### src/rtl/risc_spm_pkg.sv
// Shared encodings for the RISC-SPM sequencer: opcodes, FSM states, bus selects.
// Latency: n/a (constants and a pure helper function only).
// Backpressure: n/a.
package risc_spm_pkg;

  // Opcode field values (instruction[7:4]); 9..15 are illegal
  localparam logic [3:0] OP_NOP = 4'd0;
  localparam logic [3:0] OP_ADD = 4'd1;
  localparam logic [3:0] OP_SUB = 4'd2;
  localparam logic [3:0] OP_AND = 4'd3;
  localparam logic [3:0] OP_NOT = 4'd4;
  localparam logic [3:0] OP_RD  = 4'd5;
  localparam logic [3:0] OP_WR  = 4'd6;
  localparam logic [3:0] OP_BR  = 4'd7;
  localparam logic [3:0] OP_BRZ = 4'd8;

  // Sequencer states; encodings 12..15 are unused and recover to S_idle
  typedef enum logic [3:0] {
    S_idle = 4'd0,
    S_fet1 = 4'd1,
    S_fet2 = 4'd2,
    S_dec  = 4'd3,
    S_ex1  = 4'd4,
    S_rd1  = 4'd5,
    S_rd2  = 4'd6,
    S_wr1  = 4'd7,
    S_wr2  = 4'd8,
    S_br1  = 4'd9,
    S_br2  = 4'd10,
    S_halt = 4'd11
  } state_t;

  // Bus_1 source selects
  localparam logic [2:0] SEL1_R0 = 3'd0;
  localparam logic [2:0] SEL1_R1 = 3'd1;
  localparam logic [2:0] SEL1_R2 = 3'd2;
  localparam logic [2:0] SEL1_R3 = 3'd3;
  localparam logic [2:0] SEL1_PC = 3'd4;

  // Bus_2 source selects
  localparam logic [1:0] SEL2_ALU  = 2'd0;
  localparam logic [1:0] SEL2_BUS1 = 2'd1;
  localparam logic [1:0] SEL2_MEM  = 2'd2;

  // One-hot load strobe for general purpose register R[idx]
  function automatic logic [3:0] reg_load_mask(input logic [1:0] idx);
    logic [3:0] m;
    m = 4'b0000;
    m[idx] = 1'b1;
    return m;
  endfunction

endpackage

### src/rtl/risc_spm_control_unit.sv
// Moore sequencer for the RISC-SPM datapath: fetch/decode/execute from IR opcode and zero flag.
// Latency: NOP/NOT/BRZ-not-taken 3, ADD/SUB/AND 4, RD/WR/BR/BRZ-taken 5 cycles from S_fet1.
// Backpressure: none; memory is assumed single-cycle. Macro RISC_SPM_ILLEGAL_TRAP_EN traps illegal opcodes in S_halt.
module risc_spm_control_unit
  import risc_spm_pkg::*;
#(
  parameter int ws         = 8,
  parameter int op_size    = 4,
  parameter int state_size = 4
) (
  input  logic          clk,
  input  logic          rst,
  input  logic [ws-1:0] instruction,
  input  logic          zero,
  output logic          load_R0,
  output logic          load_R1,
  output logic          load_R2,
  output logic          load_R3,
  output logic          load_PC,
  output logic          inc_PC,
  output logic          load_IR,
  output logic          load_Add_R,
  output logic          load_Reg_Y,
  output logic          load_Reg_Z,
  output logic [2:0]    sel_Bus_1_Mux,
  output logic [1:0]    sel_Bus_2_Mux,
  output logic          write,
  output logic          halted
);

  logic [state_size-1:0] state;
  logic [state_size-1:0] next_state;
  logic [op_size-1:0]    opcode;
  logic [1:0]            src;
  logic [1:0]            dest;
  logic [3:0]            ld_r;

  assign opcode = instruction[ws-1 -: op_size];
  assign src    = instruction[ws-5 -: 2];
  assign dest   = instruction[ws-7 -: 2];

  assign load_R0 = ld_r[0];
  assign load_R1 = ld_r[1];
  assign load_R2 = ld_r[2];
  assign load_R3 = ld_r[3];

  // State register with synchronous active-low reset
  always_ff @(posedge clk) begin
    if (!rst) begin
      state <= S_idle;
    end else begin
      state <= next_state;
    end
  end

  // Next-state and output decode from state and IR fields; everything is quiet while rst=0
  always_comb begin
    next_state    = S_idle;
    ld_r          = 4'b0000;
    load_PC       = 1'b0;
    inc_PC        = 1'b0;
    load_IR       = 1'b0;
    load_Add_R    = 1'b0;
    load_Reg_Y    = 1'b0;
    load_Reg_Z    = 1'b0;
    sel_Bus_1_Mux = SEL1_R0;
    sel_Bus_2_Mux = SEL2_ALU;
    write         = 1'b0;
    halted        = 1'b0;

    case (state)
      S_idle: next_state = S_fet1;

      S_fet1: begin
        sel_Bus_1_Mux = SEL1_PC;
        sel_Bus_2_Mux = SEL2_BUS1;
        load_Add_R    = 1'b1;
        next_state    = S_fet2;
      end

      S_fet2: begin
        sel_Bus_2_Mux = SEL2_MEM;
        load_IR       = 1'b1;
        inc_PC        = 1'b1;
        next_state    = S_dec;
      end

      S_dec: begin
        case (opcode)
          OP_NOP: next_state = S_fet1;
          OP_ADD, OP_SUB, OP_AND: begin
            sel_Bus_1_Mux = {1'b0, src};
            sel_Bus_2_Mux = SEL2_BUS1;
            load_Reg_Y    = 1'b1;
            next_state    = S_ex1;
          end
          OP_NOT: begin
            sel_Bus_1_Mux = {1'b0, src};
            sel_Bus_2_Mux = SEL2_ALU;
            load_Reg_Z    = 1'b1;
            ld_r          = reg_load_mask(dest);
            next_state    = S_fet1;
          end
          OP_RD, OP_WR, OP_BR: begin
            sel_Bus_1_Mux = SEL1_PC;
            sel_Bus_2_Mux = SEL2_BUS1;
            load_Add_R    = 1'b1;
            next_state    = (opcode == OP_RD) ? S_rd1 :
                            (opcode == OP_WR) ? S_wr1 : S_br1;
          end
          OP_BRZ: begin
            if (zero) begin
              sel_Bus_1_Mux = SEL1_PC;
              sel_Bus_2_Mux = SEL2_BUS1;
              load_Add_R    = 1'b1;
              next_state    = S_br1;
            end else begin
              // Not taken: step PC past the branch target byte
              inc_PC     = 1'b1;
              next_state = S_fet1;
            end
          end
          default: begin
`ifdef RISC_SPM_ILLEGAL_TRAP_EN
            next_state = S_halt;
`else
            next_state = S_fet1;
`endif
          end
        endcase
      end

      S_ex1: begin
        sel_Bus_1_Mux = {1'b0, dest};
        sel_Bus_2_Mux = SEL2_ALU;
        load_Reg_Z    = 1'b1;
        ld_r          = reg_load_mask(dest);
        next_state    = S_fet1;
      end

      S_rd1: begin
        sel_Bus_2_Mux = SEL2_MEM;
        load_Add_R    = 1'b1;
        inc_PC        = 1'b1;
        next_state    = S_rd2;
      end

      S_rd2: begin
        sel_Bus_2_Mux = SEL2_MEM;
        ld_r          = reg_load_mask(dest);
        next_state    = S_fet1;
      end

      S_wr1: begin
        sel_Bus_2_Mux = SEL2_MEM;
        load_Add_R    = 1'b1;
        inc_PC        = 1'b1;
        next_state    = S_wr2;
      end

      S_wr2: begin
        sel_Bus_1_Mux = {1'b0, src};
        write         = 1'b1;
        next_state    = S_fet1;
      end

      S_br1: begin
        sel_Bus_2_Mux = SEL2_MEM;
        load_Add_R    = 1'b1;
        next_state    = S_br2;
      end

      S_br2: begin
        sel_Bus_2_Mux = SEL2_MEM;
        load_PC       = 1'b1;
        next_state    = S_fet1;
      end

      S_halt: begin
`ifdef RISC_SPM_ILLEGAL_TRAP_EN
        halted = 1'b1;
`endif
        next_state = S_halt;
      end

      default: next_state = S_idle;
    endcase

    // Reset overrides the decode so no strobe (e.g. a half-done write) escapes
    if (!rst) begin
      ld_r          = 4'b0000;
      load_PC       = 1'b0;
      inc_PC        = 1'b0;
      load_IR       = 1'b0;
      load_Add_R    = 1'b0;
      load_Reg_Y    = 1'b0;
      load_Reg_Z    = 1'b0;
      sel_Bus_1_Mux = SEL1_R0;
      sel_Bus_2_Mux = SEL2_ALU;
      write         = 1'b0;
      halted        = 1'b0;
    end
  end

endmodule

### config.mk
export PLATFORM = sky130hd
export DESIGN_NAME = risc_spm_control_unit
export DESIGN_NICKNAME = d
export VERILOG_FILES = /design/src/rtl/risc_spm_pkg.sv /design/src/rtl/risc_spm_control_unit.sv
export SDC_FILE = /design/constraint.sdc
export NUM_CORES = 1
export LEC_CHECK = 0
export BUFFER_PORTS_ARGS = -buffer_cell sky130_fd_sc_hd__buf_2
export CORE_MARGIN = 2
export CORE_UTILIZATION = 45
export CTS_BUF_LIST = sky130_fd_sc_hd__clkbuf_2
export DETAILED_ROUTE_END_ITERATION = 6
export GPL_TIMING_DRIVEN = 0
export PLACE_DENSITY = 0.78
export SETUP_SLACK_MARGIN = 0.05
export SKIP_CTS_REPAIR_TIMING = 1
export SYNTH_ARGS = -nofsm -noshare
export SYNTH_HDL_FRONTEND = slang
export SYNTH_SLANG_ARGS = --single-unit
### constraint.sdc
create_clock -name clk -period 2.1 [get_ports clk]
set_input_delay 0.21 -clock clk [delete_from_list [all_inputs] [get_ports clk]]
set_output_delay 0.21 -clock clk [all_outputs]
set_load 0.02 [all_outputs]
# After elaboration in Yosys (flattened, before gate mapping)
# Index checks and enable logic that the tools add are counted.
# classes
eq_ne,19
n_reduce_logical,11
order_cmp,2
muxes,38
# op_table
op,n
equality test 4 x 3 -> 1 bit (second input constant),8
one-hot mux 4 bit (8 select lines),1
equality test 4 bit (second input constant),5
2-to-1 mux 4 bit,5
2-to-1 mux 1 bit,18
equality test 4 x 2 -> 1 bit (second input constant),4
one-hot mux 3 bit (4 select lines),1
one-hot mux 4 bit (3 select lines),1
OR reduction 6 bit,2
one-hot mux 1 bit (2 select lines),5
one-hot mux 3 bit (3 select lines),1
OR reduction 3 bit,3
equality test 4 x 1 -> 1 bit (second input constant),2
one-hot mux 4 bit (2 select lines),1
OR reduction 4 bit,2
2-to-1 mux 3 bit,2
one-hot mux 2 bit (3 select lines),1
OR reduction 5 bit,1
zero test 4 bit,1
less-than comparator 2 x 3 -> 1 bit (second input constant),1
demux 1 bit (select 2 bit),1
>= comparator 2 x 1 -> 1 bit (second input constant),1
2-to-1 mux 2 bit,1
OR reduction 2 bit,1
logical AND 1 bit,1
# word_totals
wordCells,71
regBits,4
input_bits,11
output_inout_bits,17

# Logic depth before layout (Yosys ltp)
# logic_depth
ltp_word,7
mapped_depth,5
depth_no_buf,3

# Least setup slack after synthesis
# Ideal clock, no wire load.
# synth_timing
path_kind,reg-to-output
startpoint,register state[0]
endpoint,output port load_Reg_Y
path_buffers,2
setup_slack_ns,0.427
required_ns,1.890
path_stages_with_launch,5
arrival_time_ns,1.463
cell_sequence,dfxtp_1 buf_4 buf_2 nand2_1 nor4_1
# synth_via
elab_chain_len,3
# synth_rtl
element,line_no,rtl
start: declaration,risc_spm_control_unit.sv:31,logic [state_size-1:0] state;
start signal: assignment,risc_spm_control_unit.sv:50,state <= S_idle;
start signal: assignment,risc_spm_control_unit.sv:52,state <= next_state;
equality test 4 x 2 -> 1 bit,risc_spm_control_unit.sv:71,case (state)
2-to-1 mux 1 bit,risc_spm_control_unit.sv:71,
2-to-1 mux 1 bit,risc_spm_control_unit.sv:190,if (!rst) begin
end: declaration,risc_spm_control_unit.sv:23,"output logic load_Reg_Y,"
# Every way passes these cells.

# Worst setup path in the final report
# layout_timing
startpoint,register state[3]
endpoint,output port sel_Bus_1_Mux[2]
# layout_via
elab_chain_len,3
word_cells_on_any_way,6
classes_between,eq/ne (4); mux (2)
# layout_rtl
element,line_no,rtl
"equality test 4 bit, or another cell as far along",risc_spm_control_unit.sv:71,
one-hot mux 3 bit (4 select lines) *,risc_spm_control_unit.sv:71,
2-to-1 mux 3 bit *,risc_spm_control_unit.sv:190,
end: declaration,risc_spm_control_unit.sv:25,"output logic [2:0] sel_Bus_1_Mux,"
# Mark *: on every way between the ends. The rest lies on a longest branch, timed or not.

==> metrics.md <==
| Metric | Value |
|---|---|
| Post-Synthesis Cells | 104 |
| Count of distinct cell types in the synthesized netlist | 41 |
| Clock Tree Buf Depth | 2 |
| Maximum fanout count along the critical path | 10 |
| Via Count | 890 |
| Half-perimeter wire length of the detailed placement result | 1580 um |
| Mean post-synth cell area | 7.44 um2 |
| Worst Min Path Start | rst |
| Initial antenna violation count | 0 |
| Clock buffer count from CTS | 3 |
| Area growth syn-to-layout | 19.4% |
| Quantity of I/O buffers inserted on ports | 23 |
| Setup CP Type | reg -> out |
| Accumulated negative setup slack | 0 ns |
| Slack of the worst reg-to-reg path | 0.81 ns |
| Footprint of the multi-input gates | between 600 and 700 um2 |
| Root Buffer Master | sky130_fd_sc_hd__clkbuf_2 |
| Final cycle utilization of the critical path | 87.8% |
| Register ranked first by flip-flop count | state |
| Vertical die dimension | 45.5 um |
| # rows | 14 |
| Count of clock tree sinks | 4 |
| Cell depth of the worst flop-to-flop path | 3 |
| Commonest non-fill, non-tap cell in the layout | sky130_fd_sc_hd__buf_2 |
| Yosys warning total | 0 |
| Critical path, cell by cell | buf_2, nor3b_1, o31ai_1, a21oi_1, buf_2 |
| Hold worst-path end | state[2] |
| Fraction of final layout cells with drive strength greater than 1 | 36.9% |
| Drt pass-1 iters | 4 |
| Latest clock arrival within the worst-skew pair | 0.21 ns |
| Top cell by count, worst path | sky130_fd_sc_hd__buf_2 |
| Count of pins over their slew limit | 0 |
| TritonCTS clock tree | built |
| Nature of the critical path endpoint | primary output |
| Slowest library cell on the worst path | sky130_fd_sc_hd__o31ai_1 |
| Final number of setup-violating endpoints | 0 |
| Arrival time at the worst endpoint | 1.63 ns |
| Maximum frequency from static timing analysis | 0.542 GHz |
| Number of top-level pins | 28 |
| Vias per cell | 6.10 |
| Standby leakage power | 0.407 nW |
| Global routing usage summed across all routing layers | 21.3% |
| Violation count after the first detailed-routing iteration | 30 |
| Largest register FFs | 4 |
| Most frequent cells in the layout | sky130_fd_sc_hd__buf_2, sky130_fd_sc_hd__a21oi_1, sky130_fd_sc_hd__nand2_1, sky130_fd_sc_hd__nor2b_1 |
| Power per cell area | 316 nW/um2 |
| Number of cells traversed by the worst hold path | 2 |
| Result of the run | completed |
| Global-route wire length before repair | about 3300 um |
| Post-Synthesis Net Count | around 120 |
| Netlist area before placement | 773 um2 |
| H-tree depth reported by CTS | 1 |
| Minimum hold slack | just over 0.3 ns |
| Worst r2r dst | state[3] |
| Post-DR wirelength/cell | 14.2 um |
| Floorplan core area | 1560 um2 |
| Total DRC errors in the routed layout | 0 |
| Setup skew after layout | ~0.0013 ns |
| Clock transition at the register clock pins on the worst setup and hold paths after CTS | 0.04 ns |
| Required time at the worst-slack endpoint | 1.89 ns |
| Area of the die | 2070 um2 |
| Number of routed nets with antenna violations | 0 |
| Max-cap violations | 0 |
| Seq cells post-synth | 4 |
| Chip width | around 45 um |
| Beginning of the worst register-to-register path | state[1] |
| Total Wirelength | 2070 um |
| Post-synthesis sequential area ratio | 10.4% |
| Count of endpoints failing hold in the final timing report | 0 |
| Antenna Diode Count | 0 |
| Type of the tightest min-delay check | in -> reg |
| Worst path max stage delay | roughly 0.43 ns |
| Utilization after layout | 59.2% |
| Kind of start point of the critical path | flip-flop |
| Starting density of the core | 49.6% |
| Unrepaired setup endpoints after global routing | no |
| Largest net degree at the start of global routing | 11 |
| Register area | between 80 and 90 um2 |
| GRT overflow | 0 |
| Maximum resistive drop on vdd | 0.322 mV |
| Largest regs | state: 4 flops |
| Nets | 143 |
| Period minus WS final | 1.84 ns |
| Fill cell count | approximately 150 |
| Placer Congestion | 0.925 |
| Number of global-route vias before repair | ~770 |
[stage by stage]
stage / total power, mW / setup slack [ns] / std cells / area [um2]
final: 0.292 / 0.255 / 146 / 923
after global placement: 0.217 / 0.516 / 143 / 908
after global routing: 0.308 / 0.137 / 146 / 923
after CTS: 0.293 / 0.249 / 146 / 923
after detailed placement: 0.220 / 0.479 / 143 / 908
after floorplan: 0.185 / 0.427 / 104 / 773
[report_power, final]
part / total (mW) / switching, mW / internal, mW
logic: 0.134 / 0.0787 / 0.0549
clock network: 0.0706 / 0.0322 / 0.0384
registers: 0.0874 / 0.00694 / 0.0805
[cell families (layout without fill, tap and decap cells)]
family                 after synthesis  in the layout  synth area share (%)
AOI/OAI and AO/OA                   31             31                  26.4
buffers and inverters               15             41                  10.5
and+or+nand+nor                     52             52                  51.0
muxes                                1              1                  1.29
DFF                                  4              4                  10.4
other                                1              1                 0.485
[layout make-up]
type                       instances  share of cell area (%)
multi-input combinational         85                    66.3
timing repair buffer              23                    12.5
sequential                         4                    8.67
buffer                            12                    7.59
tap                               16                    2.17
clock buffer                       3                    1.63
inverter                           3                    1.22
[layer usage]
metal  wire (um)  vias to the layer above  GRT usage (%)
met5           0                        -              0
met4          27                        0           5.29
met3         131                        4           3.57
met2         978                       39           35.2
met1         935                      408           28.5
li1            -                      439              -
[Yosys cell counts]
master | count | area share, %
sky130_fd_sc_hd__a21oi_1 | 12 | 7.8
sky130_fd_sc_hd__nand2_1 | 11 | 5.3
sky130_fd_sc_hd__buf_2 | 5 | 3.2
sky130_fd_sc_hd__nor2b_1 | 5 | 4.0
sky130_fd_sc_hd__and3b_1 | 4 | 4.5
sky130_fd_sc_hd__dfxtp_1 | 4 | 10
sky130_fd_sc_hd__nor3b_1 | 4 | 3.9
sky130_fd_sc_hd__nor4b_2 | 4 | 7.8
sky130_fd_sc_hd__o21ai_0 | 4 | 2.6
sky130_fd_sc_hd__buf_4 | 3 | 2.9
sky130_fd_sc_hd__clkbuf_1 | 3 | 1.5
sky130_fd_sc_hd__inv_1 | 3 | 1.5
sky130_fd_sc_hd__nand3_1 | 3 | 1.9
sky130_fd_sc_hd__nor3_1 | 3 | 1.9
sky130_fd_sc_hd__nor4bb_1 | 3 | 3.9
sky130_fd_sc_hd__a31oi_1 | 2 | 1.6
sky130_fd_sc_hd__nor2_1 | 2 | 0.97
sky130_fd_sc_hd__nor3b_2 | 2 | 3.2
sky130_fd_sc_hd__nor4_1 | 2 | 1.6
sky130_fd_sc_hd__o2111ai_1 | 2 | 2.3
sky130_fd_sc_hd__o21ba_2 | 2 | 2.6
sky130_fd_sc_hd__o31ai_1 | 2 | 1.9
sky130_fd_sc_hd__a21boi_0 | 1 | 0.97
sky130_fd_sc_hd__a21o_1 | 1 | 0.97
sky130_fd_sc_hd__a22oi_1 | 1 | 0.97
sky130_fd_sc_hd__a31oi_2 | 1 | 1.6
sky130_fd_sc_hd__and2_1 | 1 | 0.81
sky130_fd_sc_hd__and4b_4 | 1 | 1.8
sky130_fd_sc_hd__and4bb_1 | 1 | 1.6
sky130_fd_sc_hd__buf_6 | 1 | 1.5
sky130_fd_sc_hd__conb_1 | 1 | 0.48
sky130_fd_sc_hd__mux2i_1 | 1 | 1.3
sky130_fd_sc_hd__nand2b_1 | 1 | 0.81
sky130_fd_sc_hd__nand3b_1 | 1 | 0.97
sky130_fd_sc_hd__nor2_2 | 1 | 0.81
sky130_fd_sc_hd__nor4b_4 | 1 | 3.1
sky130_fd_sc_hd__o211ai_1 | 1 | 0.97
sky130_fd_sc_hd__o21bai_1 | 1 | 0.97
sky130_fd_sc_hd__o32ai_1 | 1 | 1.1
sky130_fd_sc_hd__or2_2 | 1 | 0.81
sky130_fd_sc_hd__or3b_1 | 1 | 1.1
[critical path, delay by kind of cell, from the launching register on]
| kind | cells | cell delay [ns] |
|---|---|---|
| AO/OA/AOI/OAI | 2 | 0.51 |
| flip-flops | 1 | 0.40 |
| buffers and inverters | 2 | 0.42 |
| AND/OR/NAND/NOR | 1 | 0.09 |
[worst max path at each step]
stage                     startpoint                to  slack (ns)  cells past startpoint
final                       state[3]  sel_Bus_1_Mux[2]        0.26                      5
after global routing        state[3]  sel_Bus_1_Mux[2]        0.14                      5
after global placement      state[3]  sel_Bus_1_Mux[2]        0.52                      5
after detailed placement    state[3]  sel_Bus_1_Mux[2]        0.48                      5
after floorplan             state[0]        load_Reg_Y        0.43                      4
after CTS                   state[3]  sel_Bus_1_Mux[2]        0.25                      5
(Power assumes the default switching activity.)
